**config.mk**
```make
export PLATFORM = sky130hd
export DESIGN_NAME = vctr_demux
export DESIGN_NICKNAME = d
export VERILOG_FILES = /design/src/rtl/vctr_pkg.sv /design/src/rtl/vctr_tick_gen.sv /design/src/rtl/vctr_demux.sv
export SDC_FILE = /design/constraint.sdc
export NUM_CORES = 1
export LEC_CHECK = 0
export CAP_MARGIN = 30
export CORE_AREA = 2 2 69 71
export DETAILED_ROUTE_END_ITERATION = 6
export DIE_AREA = 0 0 71 73
export DONT_BUFFER_PORTS = 1
export SYNTH_ARGS = -nofsm -noshare
export SYNTH_HDL_FRONTEND = slang
export SYNTH_SLANG_ARGS = --single-unit
```
**constraint.sdc**
```tcl
create_clock -name clock -period 2.4 [get_ports clock]
set_input_delay 0.24 -clock clock [delete_from_list [all_inputs] [get_ports clock]]
set_output_delay 0.24 -clock clock [all_outputs]
set_load 0.01 [all_outputs]
```
**src/rtl/vctr_pkg.sv**
```systemverilog
// Shared types, width helpers and default parameters for the vector-rate output blocks.
package vctr_pkg;

    typedef enum logic [0:0] {
        VCTR_IDLE,
        VCTR_ACTIVE
    } vctr_state_e;

    localparam int unsigned VCTR_DATA_W        = 8;
    localparam int unsigned VCTR_NUM_CH        = 3;
    localparam int unsigned VCTR_SLOT_LEN      = 20;
    localparam int unsigned VCTR_CLK_DIV       = 625;
    localparam int unsigned VCTR_TIMEOUT_TICKS = 4096;

    function automatic int unsigned vctr_cnt_w(input int unsigned slot_len);
        return $clog2(slot_len + 1);
    endfunction

    function automatic int unsigned vctr_ch_w(input int unsigned num_ch);
        return (num_ch > 1) ? $clog2(num_ch) : 1;
    endfunction

endpackage

```
**src/rtl/vctr_tick_gen.sv**
```systemverilog
// Free-running divider producing a one-cycle enable every CLK_DIV clocks.
module vctr_tick_gen
    import vctr_pkg::*;
#(
    parameter int unsigned CLK_DIV = VCTR_CLK_DIV
) (
    input  logic clock,
    input  logic rst,
    output logic tick
);

    localparam int unsigned DIV_W = $clog2(CLK_DIV);

    logic [DIV_W-1:0] div_q;

    assign tick = (div_q == DIV_W'(CLK_DIV - 1));

    always_ff @(posedge clock or posedge rst) begin
        if (rst) begin
            div_q <= '0;
        end else if (tick) begin
            div_q <= '0;
        end else begin
            div_q <= div_q + 1'b1;
        end
    end

endmodule

```
**src/rtl/vctr_demux.sv**
```systemverilog
// Marker-steered demultiplexer from the vector sample stream into NUM_CH channel registers.
// Optional loss-of-marker timeout is enabled with `define VCTR_DEMUX_TIMEOUT_EN.
module vctr_demux
    import vctr_pkg::*;
#(
    parameter int unsigned DATA_W        = VCTR_DATA_W,
    parameter int unsigned NUM_CH        = VCTR_NUM_CH,
    parameter int unsigned SLOT_LEN      = VCTR_SLOT_LEN,
    parameter int unsigned CLK_DIV       = VCTR_CLK_DIV,
    parameter int unsigned TIMEOUT_TICKS = VCTR_TIMEOUT_TICKS
) (
    input  logic                     clock,
    input  logic                     rst,
    input  logic [DATA_W-1:0]        vctr_data_out,
    output logic [NUM_CH*DATA_W-1:0] ch_data,
    output logic [NUM_CH-1:0]        ch_valid,
    output logic [NUM_CH-1:0]        ch_active,
    output logic                     sample_tick,
    output logic                     slot_done,
    output logic                     timeout
);

    localparam int unsigned CNT_W = vctr_cnt_w(SLOT_LEN);
    localparam int unsigned CH_W  = vctr_ch_w(NUM_CH);

    vctr_state_e              state_q, state_d;
    logic [CH_W-1:0]          ch_q, ch_d;
    logic [CNT_W-1:0]         cnt_q, cnt_d;
    logic [NUM_CH*DATA_W-1:0] data_q, data_d;
    logic [NUM_CH-1:0]        valid_q, valid_d;
    logic                     done_q, done_d;
    logic                     to_q, to_d;
    logic                     is_marker;
    logic                     write_en;

`ifdef VCTR_DEMUX_TIMEOUT_EN
    localparam int unsigned TCNT_W = $clog2(TIMEOUT_TICKS + 1);
    logic [TCNT_W-1:0] tcnt_q, tcnt_d;
`else
    logic [31:0] unused_timeout_ticks;
    assign unused_timeout_ticks = TIMEOUT_TICKS;
`endif

    vctr_tick_gen #(
        .CLK_DIV (CLK_DIV)
    ) u_tick_gen (
        .clock (clock),
        .rst   (rst),
        .tick  (sample_tick)
    );

    assign is_marker = (vctr_data_out < DATA_W'(NUM_CH));

    always_comb begin
        state_d  = state_q;
        ch_d     = ch_q;
        cnt_d    = cnt_q;
        data_d   = data_q;
        valid_d  = '0;
        done_d   = 1'b0;
        to_d     = 1'b0;
        write_en = 1'b0;
`ifdef VCTR_DEMUX_TIMEOUT_EN
        tcnt_d   = tcnt_q;
`endif
        if (sample_tick) begin
            if (is_marker) begin
                state_d = VCTR_ACTIVE;
                ch_d    = CH_W'(vctr_data_out);
                cnt_d   = '0;
`ifdef VCTR_DEMUX_TIMEOUT_EN
                tcnt_d  = '0;
`endif
            end else begin
`ifdef VCTR_DEMUX_TIMEOUT_EN
                // Timeout pre-empts the write that would otherwise land on this tick.
                if (tcnt_q == TCNT_W'(TIMEOUT_TICKS - 1)) begin
                    data_d  = '0;
                    state_d = VCTR_IDLE;
                    to_d    = 1'b1;
                    tcnt_d  = '0;
                end else begin
                    tcnt_d   = tcnt_q + 1'b1;
                    write_en = (state_q == VCTR_ACTIVE);
                end
`else
                write_en = (state_q == VCTR_ACTIVE);
`endif
            end
        end

        if (write_en) begin
            for (int k = 0; k < NUM_CH; k++) begin
                if (ch_q == CH_W'(k)) begin
                    data_d[k*DATA_W +: DATA_W] = vctr_data_out;
                    valid_d[k]                 = 1'b1;
                end
            end
            cnt_d = cnt_q + 1'b1;
            if (cnt_q == CNT_W'(SLOT_LEN - 1)) begin
                done_d  = 1'b1;
                state_d = VCTR_IDLE;
            end
        end
    end

    always_ff @(posedge clock or posedge rst) begin
        if (rst) begin
            state_q <= VCTR_IDLE;
            ch_q    <= '0;
            cnt_q   <= '0;
            data_q  <= '0;
            valid_q <= '0;
            done_q  <= 1'b0;
            to_q    <= 1'b0;
`ifdef VCTR_DEMUX_TIMEOUT_EN
            tcnt_q  <= '0;
`endif
        end else begin
            state_q <= state_d;
            ch_q    <= ch_d;
            cnt_q   <= cnt_d;
            data_q  <= data_d;
            valid_q <= valid_d;
            done_q  <= done_d;
            to_q    <= to_d;
`ifdef VCTR_DEMUX_TIMEOUT_EN
            tcnt_q  <= tcnt_d;
`endif
        end
    end

    always_comb begin
        ch_active = '0;
        if (state_q == VCTR_ACTIVE) begin
            for (int k = 0; k < NUM_CH; k++) begin
                if (ch_q == CH_W'(k)) begin
                    ch_active[k] = 1'b1;
                end
            end
        end
    end

    assign ch_data   = data_q;
    assign ch_valid  = valid_q;
    assign slot_done = done_q;
    assign timeout   = to_q;

endmodule
```
==> flow_metrics.py <==
metrics = {
    "synthesis": {
        "avgSynthCellArea_um2": 12.9,
        "synth_cells": 156,
        "async_reset_ff_share_pct": 100,
        "synth-seq-cells": 46,
        "synth_cell_types": 41,
        "synth-main-ff-cell": "dfrtp_1",
        "yosysSeqAreaShare_pct": 57.3,
        "synth_fp_nets": 169,
        "netlist_area_um2": 2010,
        "synth_warnings": 0,
        "synth_edf_count": 0,
    },
    "cells_and_area": {
        "finalNonFillerCells": 218,
        "seq_area_um2": 1150,
        "nets": 176,
        "area_growth_pct": 10.6,
        "diodes": 0,
        "multi_input_area_um2": 800,
        "fillers": 403,
        "final_util_pct": 49.0,
        "drive_above_1_share_pct": 26.8,
    },
    "clock_network": {
        "clk_pin_slew_worst_paths_ns": 0.08,
        "post_cts_buffers": 0,
        "cts.path.max_buffers": 2,
        "cts_root_buf": "clkbuf_8",
        "cts_buffers": 5,
        "cts_resized": 0,
        "hold_buffers": 1,
        "cts_sinks": 46,
        "cts_tree": "yes",
        "clk_latency_ns": 0.29,
        "h-tree-depth": 2,
    },
    "critical_path": {
        "start_kind": "flop",
        "cp.required_ns": 2.58,
        "critPathKind": "flop to flop",
        "arrival_ns": 2.24,
        "crit_start": "u_tick_gen.div_q[0]$_DFF_PP0_",
        "ff2ff_path_depth": 6,
        "cp-end-kind": "flop",
        "reg2reg_from": "u_tick_gen.div_q[0]$_DFF_PP0_",
        "crit_fanout": 8,
        "worst-r2r-setup-slack_ns": 0.34,
    },
    "worst_hold_path": {
        "min_from": "vctr_data_out[2]",
        "worstHoldPathType": "primary input to flop",
        "hold-path-cell-count": 1,
    },
    "timing": {
        "clock.fmax_ghz": 0.485,
        "worst_pin_slew_ns": 0.864,
        "hold_ws_ns": 0.0892,
        "timing.setup.tns_ns": 0,
        "fin_crit_sh_pct": 86.0,
        "drv_slew": 0,
        "skew_ns": 0.00598,
        "period_needed_ns": 2.06,
        "hold_viol_final": 0,
        "final-setup-viol-count": 0,
        "relSlewSlack_pct": 42.0,
        "rsz0062_at_grt": "no",
    },
    "route": {
        "vias": 1167,
        "drt_wl_total_mm": 3.74,
        "wl_per_cell_um": 17.1,
        "ant_nets": 0,
        "first_pass_iters": 4,
        "post-route-drc-count": 0,
        "vias_per_cell": 5.35,
        "first_iter_violations": 71,
    },
    "global_routing": {
        "grt_util_all_layers_pct": 15.8,
        "gr-total-overflow": 0,
        "antenna_found_initial": 0,
        "grt_max_degree": 25,
        "grt_pass1_vias": 1231,
        "grt_pass1_wl_mm": 6.22,
    },
    "placed_design": {
        "routabilityCongestion": 0.850,
        "dp_hpwl_mm": 2.77,
        "portBuffers": 0,
        "placedCellCount": 209,
    },
    "floorplan": {
        "die_h_um": 73,
        "core_region_area_um2": 4540,
        "core.rowCount": 25,
        "start_util_pct": 44.3,
        "die_area_um2": 5180,
        "die_x_um": 71,
        "num_io_pins": 43,
    },
    "outcome": {
        "outcome": "completed",
    },
    "flow_run": {
        "maxCapViolCount": 0,
    },
    "power_and_ir_drop": {
        "cellPowerDensity_nw_per_um2": 682,
        "ir_worst_vdd_mv": 0.350,
        "cellLeakagePower_uw": 0.00104,
    },
}
==> metal layers <==
metal | track usage, % | wire length [µm] | up-vias
li1 | - | - | 556
met1 | 20.9 | 1640 | 572
met2 | 23.7 | 1760 | 35
met3 | 6.22 | 284 | 4
met4 | 6.08 | 52 | 0
met5 | 0 | 0 | -
==> power by group <==
group	total (µW)	leakage, µW	internal, µW	switching, µW
Sequential	791	0.000610	782	8.96
Combinational	28.1	0.000355	9.07	19.0
Clock	696	0.0000714	444	252
Total	1520	0.00104	1230	280
==> final timing paths <==
check / endpoint
worst max register to register: ch_data[19]$_DFFE_PP0P_
max in group asynchronous: ch_data[13]$_DFFE_PP0P_
worst min register to register: u_tick_gen.div_q[6]$_DFF_PP0_
min in group asynchronous: ch_data[7]$_DFFE_PP0P_
worst min-delay path: ch_data[2]$_DFFE_PP0P_
worst max-delay path: ch_data[19]$_DFFE_PP0P_
==> cell usage after synthesis, types with 3 or more instances <==
master / count / share of area (%)
inv_1: 8 / 1.5
nand2b_1: 3 / 0.93
dfrtp_1: 46 / 57
a21oi_1: 3 / 0.75
xnor2_1: 5 / 2.2
nand2_1: 10 / 1.9
and3_1: 3 / 0.93
nand3_1: 5 / 1.2
nor2_1: 6 / 1.1
mux2_2: 25 / 14
o21ai_0: 4 / 1.0
ha_1: 3 / 1.9
==> metrics by stage <==
step | power [µW] | worst slack (ns) | area [µm²]
2_1_floorplan | 827 | 0.558 | 2010
3_3_place_gp | 833 | 0.394 | 2070
3_5_place_dp | 835 | 0.295 | 2070
4_1_cts | 1530 | 0.304 | 2220
5_1_grt | 1580 | 0.181 | 2220
6_report | 1520 | 0.336 | 2220
==> cell families after synthesis <==
kind of cell / after synthesis / share of synthesized area (%)
other: 1 / 0.187
XOR/XNOR: 6 / 2.62
adder cells (fa/ha/maj): 3 / 1.87
multiplexers: 26 / 14.8
AND/OR/NAND/NOR: 46 / 15.2
AO/OA/AOI/OAI: 16 / 5.17
flip-flops: 46 / 57.3
buffers and inverters: 12 / 2.87
==> registers in the layout, summed over array words and instances (netlist names) <==
name,cells
slot_done,1
ch_q,2
ch_valid,3
ch_data,24
cnt_q,5
state_q,1
u_tick_gen.div_q,10
==> critical path: stages (launching register included) <==
cell	delay, ns
dfrtp_1	0.43
inv_1	0.08
ha_1	0.14
nor4b_4	0.29
nand3_4	0.17
nor3_4	0.46
mux2_2	0.39
==> cell type report <==
cell class | instances | area share (%)
multi-input combinational | 98 | 36.0
sequential | 46 | 51.8
timing repair buffer | 3 | 1.13
inverter | 9 | 1.58
tap | 54 | 3.04
clock inverter | 2 | 2.70
clock buffer | 6 | 3.72
==> placed cells by master (no fill, tap or decap), types with 3 or more instances in the layout <==
master and instances:
dfrtp_1 46, nand2_1 10, nor2_1 6, mux2_2 25, nand2b_1 3, and3_1 3, o21ai_0 4, inv_1 7
xnor2_1 5, a21oi_1 3, ha_1 3, clkbuf_8 6, nand3_1 5
(Power assumes the default switching activity.)
